==> src/rtl/seq_bcd_pkg.sv <==
// seq_bcd_pkg
// Shared definitions for the sequential BCD adder:
//   - state_t   : FSM state encoding (IDLE, LOAD, SHIFT, DONE)
//   - SEG_BLANK : active-low pattern for an unlit digit
//   - SEG_TABLE : digit-to-segment table, active-low, bit order gfedcba
//   - pow10     : helper used to check that DIGITS can hold the largest result
package seq_bcd_pkg;

  typedef enum logic [1:0] {
    IDLE  = 2'd0,
    LOAD  = 2'd1,
    SHIFT = 2'd2,
    DONE  = 2'd3
  } state_t;

  localparam logic [6:0] SEG_BLANK = 7'h7F;

  // Entry n is the active-low segment pattern for decimal digit n.
  localparam logic [9:0][6:0] SEG_TABLE = {
    7'h10, 7'h00, 7'h78, 7'h02, 7'h12,
    7'h19, 7'h30, 7'h24, 7'h79, 7'h40
  };

  function automatic longint pow10(input int n);
    longint p;
    p = 1;
    for (int i = 0; i < n; i++) begin
      p = p * 10;
    end
    return p;
  endfunction

endpackage

==> src/rtl/seg7_dec.sv <==
// seg7_dec
// Combinational BCD digit to 7-segment decoder (active-low, gfedcba).
// Ports:
//   i_bcd : 4-bit BCD digit
//   o_seg : 7-bit active-low segments; codes above 9 show a blank digit
module seg7_dec
  import seq_bcd_pkg::*;
(
  input  logic [3:0] i_bcd,
  output logic [6:0] o_seg
);

  // Table lookup for legal digits, blank for anything that is not BCD.
  always_comb begin
    o_seg = SEG_BLANK;
    if (i_bcd <= 4'd9) begin
      o_seg = SEG_TABLE[i_bcd];
    end
  end

endmodule

==> src/rtl/seq_bcd_adder.sv <==
// seq_bcd_adder
// Adds or subtracts two unsigned operands, converts the magnitude of the
// result to BCD with a sequential double-dabble (one bit per cycle) and
// drives a 7-segment pattern per digit with optional leading-zero blanking.
// Ports:
//   i_clk, i_rst_n : clock, asynchronous active-low reset
//   i_start        : request a conversion (only honoured in IDLE)
//   i_a, i_b       : unsigned operands
//   i_c_i          : carry-in (add) / borrow-in (subtract)
//   i_sub          : 0 = a+b+c_i, 1 = a-b-c_i
//   o_busy         : conversion in progress
//   o_done         : one-cycle pulse when outputs update
//   o_neg          : result sign (subtract only)
//   o_bcd          : result magnitude in BCD, digit 0 in [3:0]
//   o_seg          : active-low segments, digit 0 in [6:0]
module seq_bcd_adder
  import seq_bcd_pkg::*;
#(
  parameter int WIDTH  = 8,
  parameter int DIGITS = 3,
  parameter int BLANK  = 1
)(
  input  logic                  i_clk,
  input  logic                  i_rst_n,
  input  logic                  i_start,
  input  logic [WIDTH-1:0]      i_a,
  input  logic [WIDTH-1:0]      i_b,
  input  logic                  i_c_i,
  input  logic                  i_sub,
  output logic                  o_busy,
  output logic                  o_done,
  output logic                  o_neg,
  output logic [4*DIGITS-1:0]   o_bcd,
  output logic [7*DIGITS-1:0]   o_seg
);

  localparam int RES_W = WIDTH + 1;
  localparam int BCD_W = 4 * DIGITS;
  localparam int CNT_W = $clog2(WIDTH + 2);

  // Reject parameter sets that cannot represent every possible result.
  if ((WIDTH < 2) || (WIDTH > 16)) begin : g_badWidth
    $error("seq_bcd_adder: WIDTH must be in 2..16");
  end
  if (pow10(DIGITS) <= ((longint'(1) << (WIDTH + 1)) - 1)) begin : g_badDigits
    $error("seq_bcd_adder: DIGITS too small for WIDTH+1-bit results");
  end

  state_t             r_state;
  state_t             w_nextState;
  logic               w_busy;

  logic [WIDTH-1:0]   r_a;
  logic [WIDTH-1:0]   r_b;
  logic               r_ci;
  logic               r_sub;

  logic [RES_W-1:0]   r_bin;
  logic [BCD_W-1:0]   r_work;
  logic [CNT_W-1:0]   r_cnt;
  logic               r_negWork;

  logic [BCD_W-1:0]   r_bcd;
  logic               r_neg;
  logic               r_done;

  logic [RES_W-1:0]   w_bPlusC;
  logic [RES_W-1:0]   w_sum;
  logic               w_isNeg;
  logic [RES_W-1:0]   w_diffMag;
  logic [RES_W-1:0]   w_result;
  logic [BCD_W-1:0]   w_adj;
  logic               w_lastIter;
  logic               w_seen;
  logic [DIGITS-1:0]  w_show;
  logic [7*DIGITS-1:0] w_decSeg;

  // Result formation on the captured operands. Folding the carry/borrow
  // into b first keeps every intermediate within WIDTH+1 bits; the largest
  // magnitude (0 - max - 1 = -2^WIDTH) still fits.
  assign w_bPlusC  = {1'b0, r_b} + {{WIDTH{1'b0}}, r_ci};
  assign w_sum     = {1'b0, r_a} + w_bPlusC;
  assign w_isNeg   = ({1'b0, r_a} < w_bPlusC);
  assign w_diffMag = w_isNeg ? (w_bPlusC - {1'b0, r_a}) : ({1'b0, r_a} - w_bPlusC);
  assign w_result  = r_sub ? w_diffMag : w_sum;

  assign w_lastIter = (r_cnt == CNT_W'(WIDTH));

  // State register; reset drops any conversion in flight.
  always_ff @(posedge i_clk or negedge i_rst_n) begin
    if (!i_rst_n) begin
      r_state <= IDLE;
    end else begin
      r_state <= w_nextState;
    end
  end

  // Next-state and busy decode.
  always_comb begin
    w_nextState = r_state;
    w_busy      = (r_state != IDLE);
    unique case (r_state)
      IDLE:    if (i_start) w_nextState = LOAD;
      LOAD:    w_nextState = SHIFT;
      SHIFT:   if (w_lastIter) w_nextState = DONE;
      DONE:    w_nextState = IDLE;
      default: w_nextState = IDLE;
    endcase
  end

  // Double-dabble correction: any nibble of 5 or more gets +3 so that the
  // following left shift carries correctly into the next decimal digit.
  always_comb begin
    w_adj = r_work;
    for (int i = 0; i < DIGITS; i++) begin
      if (r_work[4*i +: 4] >= 4'd5) begin
        w_adj[4*i +: 4] = r_work[4*i +: 4] + 4'd3;
      end
    end
  end

  // Datapath: operand capture, result load, shift iterations and the
  // output update. The visible outputs only change in DONE, so they hold
  // the previous result for the whole conversion.
  always_ff @(posedge i_clk or negedge i_rst_n) begin
    if (!i_rst_n) begin
      r_a       <= '0;
      r_b       <= '0;
      r_ci      <= 1'b0;
      r_sub     <= 1'b0;
      r_bin     <= '0;
      r_work    <= '0;
      r_cnt     <= '0;
      r_negWork <= 1'b0;
      r_bcd     <= '0;
      r_neg     <= 1'b0;
      r_done    <= 1'b0;
    end else begin
      r_done <= 1'b0;
      unique case (r_state)
        IDLE: begin
          if (i_start) begin
            r_a   <= i_a;
            r_b   <= i_b;
            r_ci  <= i_c_i;
            r_sub <= i_sub;
          end
        end
        LOAD: begin
          r_bin     <= w_result;
          r_work    <= '0;
          r_cnt     <= '0;
          r_negWork <= r_sub & w_isNeg;
        end
        SHIFT: begin
          {r_work, r_bin} <= {w_adj, r_bin} << 1;
          r_cnt           <= r_cnt + CNT_W'(1);
        end
        DONE: begin
          r_bcd  <= r_work;
          r_neg  <= r_negWork;
          r_done <= 1'b1;
        end
        default: ;
      endcase
    end
  end

  // Leading-zero blanking: scan from the top digit down; a digit is lit
  // once any digit at or above it is non-zero. Digit 0 is always lit.
  always_comb begin
    w_seen = 1'b0;
    w_show = '0;
    for (int i = DIGITS - 1; i >= 0; i--) begin
      if (r_bcd[4*i +: 4] != 4'd0) begin
        w_seen = 1'b1;
      end
      w_show[i] = w_seen || (i == 0) || (BLANK == 0);
    end
  end

  // Segments follow the registered BCD, so they update with it and show
  // the value 0 while in reset.
  for (genvar g = 0; g < DIGITS; g++) begin : g_digit
    seg7_dec u_dec (
      .i_bcd (r_bcd[4*g +: 4]),
      .o_seg (w_decSeg[7*g +: 7])
    );
    assign o_seg[7*g +: 7] = w_show[g] ? w_decSeg[7*g +: 7] : SEG_BLANK;
  end

  assign o_busy = w_busy;
  assign o_done = r_done;
  assign o_neg  = r_neg;
  assign o_bcd  = r_bcd;

endmodule

==> config.mk <==
export PLATFORM = sky130hd
export DESIGN_NAME = seq_bcd_adder
export DESIGN_NICKNAME = d
export VERILOG_FILES = /design/src/rtl/seq_bcd_pkg.sv /design/src/rtl/seg7_dec.sv /design/src/rtl/seq_bcd_adder.sv
export SDC_FILE = /design/constraint.sdc
export NUM_CORES = 1
export LEC_CHECK = 0
export BUFFER_PORTS_ARGS = -buffer_cell sky130_fd_sc_hd__clkbuf_2
export CAP_MARGIN = 20
export CORE_ASPECT_RATIO = 1.25
export CORE_MARGIN = 3
export CORE_UTILIZATION = 35
export DETAILED_ROUTE_END_ITERATION = 16
export PLACE_DENSITY_LB_ADDON = 0.05
export SYNTH_ARGS = -nofsm -noshare
export SYNTH_HDL_FRONTEND = slang
export SYNTH_SLANG_ARGS = --single-unit
==> constraint.sdc <==
create_clock -name i_clk -period 9.2 [get_ports i_clk]
set_input_delay 0.92 -clock i_clk [delete_from_list [all_inputs] [get_ports i_clk]]
set_output_delay 0.92 -clock i_clk [all_outputs]
set_load 0.03 [all_outputs]
== Yosys cells after proc, flatten, opt, wreduce, memory -nomap -nowiden ==
Memories as Yosys holds them, arrays and structs flattened.
Cells that the tools add are included.
Word-level totals
  memory bits (writable): 0
  output and inout port bits: 36
  memories kept: 3
  input port bits: 21
  word-level logic and storage cells: 69
  memory bits (read-only): 336
  bits in latches: 0
  register bits after elaboration: 60
Memories
  (no name shown): depth 16, width 7, rd ports 1, clocked after memory_dff 0, write ports 0, RTL line seg7_dec.sv:17  | o_seg = SEG_TABLE[i_bcd];
  (no name shown): depth 16, width 7, rd ports 1, clocked after memory_dff 0, write ports 0, RTL line seg7_dec.sv:17
  (no name shown): depth 16, width 7, rd ports 1, clocked after memory_dff 0, write ports 0, RTL line seg7_dec.sv:17
Cells by class
  $add $sub $neg: 8
  eq/ne operators: 6
  mux-type cells: 22
  reduce and logical (&&, ||, !) cells: 7
  shift-type cells: 0
  bitwise logic cells: 1
  $mul: 0
  order comparisons: 10
  div/mod/pow operators: 0
Operators with widths (count)
  $mux 7: 8
  $pmux 12 s2: 1
  $mux 9: 2
  $pmux 9 s2: 1
  $lt 4x5->1 const B: 3
  $ge 4x3->1 const B: 3
  $le 4x4->1 const B: 3
  $add 8x1->9: 1
  $add 8x9->9: 1
  $lt 8x9->1: 1
  $sub 8x9->9: 1
  $sub 9x8->9: 1
  $add 4x2->4 const B: 2
  $mux 4: 2
  $pmux 2 s4: 1
  $pmux 4 s2: 1
  $reduce_bool 4->1: 2
  $add 4x1->4 const B: 1
  $eq 2x2->1 const B: 2
  $eq 4x4->1 const B: 1
  $mux 2: 2
  $ne 2x2->1 const B: 2
  $reduce_and 2->1: 2
  $reduce_bool 2->1: 2
  other kinds (6): 8

== Longest topological paths before layout ==
Gate-level depths: netlist of the first run.
  depth in word-level cells: 5
  depth in mapped cells: 13
  depth with buffers taken out: 13

== Cells and area by module ==
A second synthesis of the first run with hierarchy kept.
Unflattened totals
  cells, all modules: 510
  area, all modules: 4735.8 µm²
By module, submodules not included
  seq_bcd_adder: area an instance 4116.4 µm², seq. area each 1501.4 µm², cells an instance 420, instances 1
  seg7_dec: area an instance 206.4 µm², seq. area each 0.0 µm², cells an instance 30, instances 3

== Worst setup path after synthesis of the first run ==
OpenSTA, ideal clock, no wires.
  path type: register to register
  start: reg r_b[2]
  end: reg r_bin[4]
  data arrival time: 2884 ps
  slack: 6243 ps
  cell stages (with the launch flop): 13
  required time: 9127 ps
  clock period less this slack: 2957 ps
  cell sequence: dfrtp_1 -> and3_1 -> and3_1 -> and3_1 -> xor2_1 -> ha_1 -> and4bb_1 -> o2111ai_2 -> and3_4 -> and3_4 -> o31a_1 -> o31a_1 -> a21oi_2
On the way
  word-level cells in the longest chain between the ends: 5
Ends and longest elaborated chain
  from (decl): RTL line seq_bcd_adder.sv:54  | logic [WIDTH-1:0] r_b;
  from (signal assigned): RTL line seq_bcd_adder.sv:144  | r_b <= i_b;
  $add 8x1->9 *: RTL line seq_bcd_adder.sv:81  | assign w_bPlusC = {1'b0, r_b} + {{WIDTH{1'b0}}, r_ci};
  $sub 8x9->9 (tied with other cells): RTL line seq_bcd_adder.sv:84  | assign w_diffMag = w_isNeg ? (w_bPlusC - {1'b0, r_a}) : ({1'b0, r_a} - w_bPlusC);
  $mux 9: RTL line seq_bcd_adder.sv:84
  $mux 9 *: RTL line seq_bcd_adder.sv:85  | assign w_result = r_sub ? w_diffMag : w_sum;
  $pmux 9 s2 *: RTL line seq_bcd_adder.sv:140  | unique case (r_state)
  to (signal assigned): RTL line seq_bcd_adder.sv:150  | r_bin <= w_result;
  to (signal assigned): RTL line seq_bcd_adder.sv:156  | {r_work, r_bin} <= {w_adj, r_bin} << 1;
  to (decl): RTL line seq_bcd_adder.sv:58  | logic [RES_W-1:0] r_bin;
Every way passes the cells marked *; elsewhere a longest branch is shown, timed or not.
A chain may end at the register's enable or synchronous reset.

== Worst setup path in the final report of the first run ==
  start: reg r_b[0]
  end: reg r_bin[5]
The elaborated chain is that of the path after synthesis.

==> impl_metrics.sql, run 1 <==
INSERT INTO impl_metrics (metric_group, metric, value, unit) VALUES
('timing', 'setup-violations-final', '0', ''),
('clock_network', 'postCtsSetupBuffers', '0', ''),
('worst_setup_path', 'critPathKind', 'reg -> reg', ''),
('floorplan', 'io-pin-count', '57', ''),
('clock_network', 'clk_transition_reported_paths', '0.05', 'ns'),
('floorplan', 'initial_utilization', '0.360', ''),
('placed_design', 'dp.final_hpwl', '8420', 'µm'),
('drt', 'routed_wirelength', '11100', 'µm'),
('layout', 'nNetsFinal', '647', ''),
('pwr', 'power_density', '408', 'nW/µm²'),
('synthesis', 'synthTopCellsByCount', 'dfrtp_1 (60), ha_1 (56), inv_1 (56)', ''),
('timing', 'fin_setup_tns', '0', 'ns'),
('pwr', 'peakVddDrop', '0.000182', 'V'),
('drt', 'vias_cell', '5.07', ''),
('worst_setup_path', 'worst_path_max_delay_cell', 'ha_1', ''),
('clock_network', 'ctsHoldBuffers', '0', ''),
('floorplan', 'die_w', '109', 'µm'),
('drt', 'drt-pass1-iter-count', '4', ''),
('grt', 'grt.total_usage', '0.157', ''),
('synthesis', 'synth_seq_area_share', '0.326', ''),
('worst_setup_path', 'timing.critical_path.arrival', '3.56', 'ns'),
('drt', 'routedWlPerCell', '15.0', 'µm'),
('floorplan', 'placementRows', '46', ''),
('timing', 'finalHoldViolCount', '0', ''),
('layout', 'fill_cells', '1326', ''),
('pwr', 'static-leakage-power', '0.00249', 'µW'),
('worst_setup_path', 'cp_data_required_time', '9.39', 'ns'),
('synthesis', 'synth-main-ff-cell', 'dfrtp_1', ''),
('timing', 'fmaxAchievable', '296', 'MHz'),
('clock_network', 'cts_tree', 'yes', ''),
('timing', 'max-slew-margin-rel', '0.475', ''),
('grt', 'antenna_found_initial', '0', ''),
('timing', 'tightest_slew', '0.788', 'ns'),
('drt', 'detail-route-antenna-nets', '0', ''),
('timing', 'finalHoldWorstSlack', '0.503', 'ns'),
('synthesis', 'yosys_cell_types', '63', ''),
('floorplan', 'die_area', '14600', 'µm²'),
('timing', 'timing.final.max_slew_violations', '0', ''),
('pwr', 'internal-power', '1140', 'µW'),
('pwr', 'netSwitchingPower', '1020', 'µW'),
('drt', 'wl_met2', '5830', 'µm'),
('floorplan', 'coreArea', '12800', 'µm²'),
('synthesis', 'synth_top_cells_by_area', 'dfrtp_1 (33%), ha_1 (15%), mux2_2 (6.1%), o21ai_0 (4.9%), inv_1 (4.6%)', ''),
('worst_setup_path', 'crit_fanout', '8', ''),
('layout', 'post_route_cells_drive_above_1_share', '0.191', ''),
('worst_setup_path', 'critPathMaxStageDelay', '0.39', 'ns'),
('hold_path', 'hold_class', 'reg -> reg', ''),
('synthesis', 'synth_seq_cells', '60', ''),
('worst_setup_path', 'setup.reg_to_reg.worst_slack', '5.83', 'ns'),
('placed_design', 'place_congestion', '0.937', ''),
('worst_setup_path', 'cpLargestDelayFamily', 'simple AND/OR/NAND/NOR gates', ''),
('timing', 'worst_clock_skew', '0.00394', 'ns'),
('pwr', 'share_of_power_burned_in_registers', '0.204', ''),
('clock_network', 'ctsHtreeMaxLevel', '3', ''),
('worst_setup_path', 'crit_chain', 'ha_1, ha_1, nand3_1, xnor2_1, ha_1, and4bb_1, o2111ai_2, and3_4, nor2_1, mux2i_1, xnor2_1, o221ai_1', ''),
('pwr', 'pwr-share-comb', '0.637', ''),
('clock_network', 'post_cts.resized_instances', '0', ''),
('synthesis', 'synth.net_count', '597', ''),
('clock_network', 'clockBufferDepth', '2', ''),
('timing', 'fin_crit_sh', '0.367', ''),
('drt', 'drt-initial-drc-count', '220', ''),
('synthesis', 'async_reset_ff_frac', '1.00', ''),
('drt', 'drt_drc_violations_left', '0', ''),
('worst_setup_path', 'critical_path_buf_inv_count', '0', ''),
('drt', 'drt-met1-wl', '4580', 'µm'),
('synthesis', 'synth_largest_area_cell', 'dfrtp_1', ''),
('grt', 'grt_pass1_vias', '3658', ''),
('synthesis', 'synth-edff-count', '0', ''),
('grt', 'global_route.overflow_total', '0', ''),
('clock_network', 'worst_skew_pair.late_latency', '0.33', 'ns'),
('status', 'outcome', 'complete, no violations', '');
[layer usage]
metal / GRT usage / up-vias
met1: 0.181 / 1773
met3: 0.0226 / 17
li1: - / 1888
met2: 0.283 / 77
met4: 0.0730 / 0
met5: 0 / -
[worst reg2reg max path, stage by stage (launching register included)]
cell and delay [ns]:
dfrtp_1 0.34, ha_1 0.20, ha_1 0.24, nand3_1 0.12, xnor2_1 0.36, ha_1 0.39, and4bb_1 0.35, o2111ai_2 0.16
and3_4 0.26, nor2_1 0.28, mux2i_1 0.26, xnor2_1 0.15, o221ai_1 0.12
[cell usage in the layout (no fill, tap or decap), types with 3 or more instances in the layout]
cell / synthesis / final
nand3b_1: 3 / 3
nor2b_1: 9 / 9
o21bai_1: 4 / 4
mux2_2: 25 / 25
nand3_1: 19 / 19
and3_1: 7 / 7
a21o_1: 3 / 3
o21ai_0: 45 / 45
nand2_1: 38 / 38
dfrtp_1: 60 / 60
xor2_1: 3 / 3
nand2b_1: 9 / 9
nor2_1: 31 / 31
o21a_1: 3 / 3
fa_1: 3 / 3
inv_1: 56 / 56
clkbuf_2: 0 / 56
nor3_1: 7 / 7
clkbuf_16: 0 / 9
o22ai_1: 8 / 8
xnor2_1: 14 / 14
buf_4: 6 / 3
a21oi_1: 39 / 39
ha_1: 56 / 56
o311ai_0: 3 / 3
mux2i_1: 3 / 3
[area by class of cell]
| cell class | count | area [µm²] | share of cell area |
|---|---|---|---|
| Clock buffer | 12 | 256 | 0.0484 |
| Tap cell | 168 | 210 | 0.0396 |
| Timing Repair Buffer | 59 | 303 | 0.0571 |
| Sequential cell | 60 | 1500 | 0.283 |
| Clock inverter | 4 | 47.5 | 0.00897 |
| Multi-Input combinational cell | 381 | 2770 | 0.523 |
| Inverter | 56 | 210 | 0.0396 |
[logic make-up after synthesis]
logic type / after synthesis / synth area share
AND/OR/NAND/NOR: 140 / 0.153
AO/OA/AOI/OAI: 137 / 0.185
buffers and inverters: 76 / 0.0710
flip-flops: 60 / 0.326
adder cells (fa/ha/maj): 59 / 0.165
multiplexers: 28 / 0.0677
XOR/XNOR: 17 / 0.0324
[power by group through the flow]
stage          Clock (µW)  Combinational [µW]  Sequential (µW)
2_1_floorplan           0                1070              428
3_3_place_gp            0                1380              448
3_5_place_dp            0                1380              448
4_1_cts               357                1390              444
5_1_grt               368                1540              457
6_report              344                1380              442
[sequential cells by signal, summed over array words and instances, names as in the netlist, 2 cells and up]
name,cells
r_work,12
r_cnt,4
o_bcd,12
r_state,2
r_bin,9
r_a,8
r_b,8
[through the flow]
stage	setup slack [ns]	util	std cells	power, µW	cell area [µm²]
3_5_place_dp	5.84	0.391	724	1830	5000
3_3_place_gp	5.98	0.391	724	1830	5000
6_report	5.83	0.415	740	2160	5300
5_1_grt	5.56	0.415	740	2370	5300
4_1_cts	5.83	0.415	740	2190	5300
2_1_floorplan	6.24	-	517	1500	4600
[final timing paths]
check | startpoint | cells after the start | to
worst min register to register | r_bin[3]$_DFFE_PN0P_ | 1 | r_bin[3]$_DFFE_PN0P_
worst max-delay path | r_b[0]$_DFFE_PN0P_ | 12 | r_bin[5]$_DFFE_PN0P_
worst min-delay path | r_bin[3]$_DFFE_PN0P_ | 1 | r_bin[3]$_DFFE_PN0P_
max in group asynchronous | i_rst_n | 2 | r_work[2]$_DFFE_PN0P_
worst max register to register | r_b[0]$_DFFE_PN0P_ | 12 | r_bin[5]$_DFFE_PN0P_
min in group asynchronous | i_rst_n | 2 | r_a[7]$_DFFE_PN0P_
No activity file was read; power rests on OpenSTA's default activity.
==> run 2: changes to the inputs <==
==> constraint.sdc (replaced) <==
create_clock -name i_clk -period 3.4 [get_ports i_clk]
set_input_delay 0.34 -clock i_clk [delete_from_list [all_inputs] [get_ports i_clk]]
set_output_delay 0.34 -clock i_clk [all_outputs]
set_load 0.03 [all_outputs]
==> impl_metrics.sql, run 2 (synthesis results as in run 1) <==
INSERT INTO impl_metrics (metric_group, metric, value, unit) VALUES
('worst_setup_path', 'worst_path_max_delay_cell', 'dfrtp_1', ''),
('drt', 'drt-pass1-iter-count', '5', ''),
('layout', 'mostFrequentLayoutCell', 'dfrtp_1', ''),
('clock_network', 'tritoncts.num_buffers', '9', ''),
('pwr', 'static-leakage-power', '0.00252', 'µW'),
('clock_network', 'worst_skew_pair.late_latency', '0.33', 'ns'),
('floorplan', 'coreArea', '12800', 'µm²'),
('worst_setup_path', 'crit_path_frequent_cell', 'and3_1', ''),
('floorplan', 'initial_utilization', '0.360', ''),
('run', 'timing.max_cap.violations', '0', ''),
('timing', 'rsz0062_at_grt', 'no', ''),
('grt', 'grt_pass1_wl', '18800', 'µm'),
('placed_design', 'placement.io_buffers', '56', ''),
('worst_setup_path', 'setup.reg_to_reg.worst_slack', '0.23', 'ns'),
('layout', 'antennaDiodeCount', '0', ''),
('worst_setup_path', 'critPathKind', 'reg -> reg', ''),
('drt', 'routedWlPerCell', '15.1', 'µm'),
('clock_network', 'ctsHtreeMaxLevel', '3', ''),
('drt', 'drt_drc_violations_left', '0', ''),
('clock_network', 'clock_sink_count', '60', ''),
('pwr', 'peakVddDrop', '0.000510', 'V'),
('layout', 'regArea', '1500', 'µm²'),
('worst_setup_path', 'crit_fanout', '6', ''),
('clock_network', 'cts_root_buf', 'clkbuf_16', ''),
('clock_network', 'ctsHoldBuffers', '0', ''),
('floorplan', 'io-pin-count', '57', ''),
('hold_path', 'hold_class', 'in -> async', ''),
('drt', 'drt-initial-drc-count', '213', ''),
('grt', 'grt_max_degree', '38', ''),
('timing', 'period_minus_slack', '3.17', 'ns'),
('status', 'outcome', 'complete, no violations', ''),
('worst_setup_path', 'crit_path_end_kind', 'flip-flop', ''),
('pwr', 'power_density', '1110', 'nW/µm²'),
('layout', 'syn_to_final_growth', '17.0', '%'),
('layout', 'post_route_cells_drive_above_1_share', '0.207', ''),
('drt', 'vias', '3740', ''),
('worst_setup_path', 'cp_data_required_time', '3.66', 'ns'),
('timing', 'fin_crit_sh', '0.933', ''),
('clock_network', 'clockBufferDepth', '2', ''),
('grt', 'global_route.overflow_total', '0', ''),
('worst_setup_path', 'crit_path_start_kind', 'flip-flop', ''),
('worst_setup_path', 'timing.critical_path.arrival', '3.43', 'ns'),
('grt', 'grt.total_usage', '0.165', ''),
('floorplan', 'die_w', '109', 'µm'),
('timing', 'finalHoldViolCount', '0', ''),
('layout', 'nNetsFinal', '651', ''),
('timing', 'fin_setup_tns', '0', 'ns'),
('worst_setup_path', 'crit_chain', 'and3_1, and3_1, and3_1, xor2_2, ha_4, and4bb_1, o2111ai_2, and3_4, and3_4, o31a_1, o31a_1, a21oi_2', ''),
('layout', 'mostFrequentLayoutCells', 'dfrtp_1 (60), inv_1 (56), clkbuf_2 (56)', ''),
('timing', 'worst_clock_skew', '0.00443', 'ns'),
('placed_design', 'dp.final_hpwl', '8740', 'µm'),
('grt', 'grt_pass1_vias', '3708', ''),
('timing', 'tightest_slew', '0.751', 'ns'),
('layout', 'fill_cells', '1329', ''),
('placed_design', 'place_congestion', '0.904', ''),
('grt', 'antenna_found_initial', '0', ''),
('floorplan', 'die_area', '14600', 'µm²'),
('timing', 'setup-violations-final', '0', ''),
('timing', 'timing.final.max_slew_violations', '0', ''),
('drt', 'vias_cell', '5.04', ''),
('layout', 'finalCoreUtilization', '0.421', ''),
('timing', 'fmaxAchievable', '315', 'MHz'),
('layout', 'multiInputGateArea', '2840', 'µm²'),
('drt', 'detail-route-antenna-nets', '0', ''),
('floorplan', 'die_y', '134', 'µm'),
('floorplan', 'placementRows', '46', ''),
('worst_setup_path', 'critPathMaxStageDelay', '0.42', 'ns'),
('clock_network', 'clk_transition_reported_paths', '0.05', 'ns'),
('drt', 'routed_wirelength', '11200', 'µm'),
('clock_network', 'cts_tree', 'yes', ''),
('timing', 'max-slew-margin-rel', '0.498', '');
run 2: changes by cell type in the layout (fill, tap and decap cells not counted):
| cell | change |
|---|---|
| a41oi_1 | -1 |
| a41oi_2 | +1 |
| buf_4 | +4 |
| clkinv_2 | -1 |
| clkinvlp_4 | -1 |
| ha_1 | -3 |
| ha_2 | +1 |
| ha_4 | +2 |
| xnor2_1 | -2 |
| xnor2_2 | +2 |
| xor2_1 | -2 |
| xor2_2 | +2 |
run 2: worst paths after layout:
kind | start | endpoint | cells past startpoint
max in group asynchronous | i_rst_n | r_work[3]$_DFFE_PN0P_ | 2
setup reg to reg | r_b[2]$_DFFE_PN0P_ | r_bin[4]$_DFFE_PN0P_ | 12
hold reg to reg | r_bin[3]$_DFFE_PN0P_ | r_bin[3]$_DFFE_PN0P_ | 1
setup / recovery | r_b[2]$_DFFE_PN0P_ | r_bin[4]$_DFFE_PN0P_ | 12
hold / removal | i_rst_n | r_a[7]$_DFFE_PN0P_ | 1
min in group i_clk | i_a[4] | r_a[4]$_DFFE_PN0P_ | 2
run 2: cell type report:
cell class | instances | area share
Clock buffer | 12 | 0.0476
Clock inverter | 2 | 0.00651
Multi-Input combinational cell | 381 | 0.527
Timing Repair Buffer | 63 | 0.0618
Inverter | 56 | 0.0390
Sequential cell | 60 | 0.279
Tap cell | 168 | 0.0390
run 2: what timing repair did:
item	4_1_cts	5_1_grt
endpoints found under the setup margin	0	7
resized for setup	0	10
setup buffers	0	1
run 2: power breakdown:
| group | internal, µW | switching, µW | leakage (µW) |
|---|---|---|---|
| sequential | 956 | 249 | 0.000772 |
| clock | 597 | 310 | 0.000145 |
| combinational | 1640 | 2220 | 0.00160 |
run 2: layer usage:
metal / track usage / wire, µm / up-vias / part of all wire
met1: 0.185 / 4570 / 1724 / 0.41
met5: 0 / 0 / - / 0
met2: 0.294 / 5800 / 98 / 0.52
met4: 0.0779 / 365 / 0 / 0.033
li1: - / - / 1891 / -
met3: 0.0347 / 463 / 27 / 0.041
run 2: critical path: cells and delay by family, from the launching register on:
kind            cells  cell delay [ns]
compound gates      4             0.82
flops               1             0.42
fa+ha+maj           1             0.33
xor+xnor            1             0.18
simple gates        6             1.38
run 2: stage by stage:
step | std cells | setup slack [ns] | total power, µW | cell area, µm² | hold slack, ns
2_1_floorplan | 517 | 0.443 | 4050 | 4600 | 0.0444
3_3_place_gp | 727 | 0.180 | 5020 | 5020 | 0.383
3_5_place_dp | 727 | 0.105 | 5010 | 5020 | 0.387
4_1_cts | 741 | 0.0760 | 5950 | 5310 | 0.0250
5_1_grt | 742 | 0.00978 | 6560 | 5390 | 0.0470
6_report | 742 | 0.227 | 5970 | 5390 | 0.0122
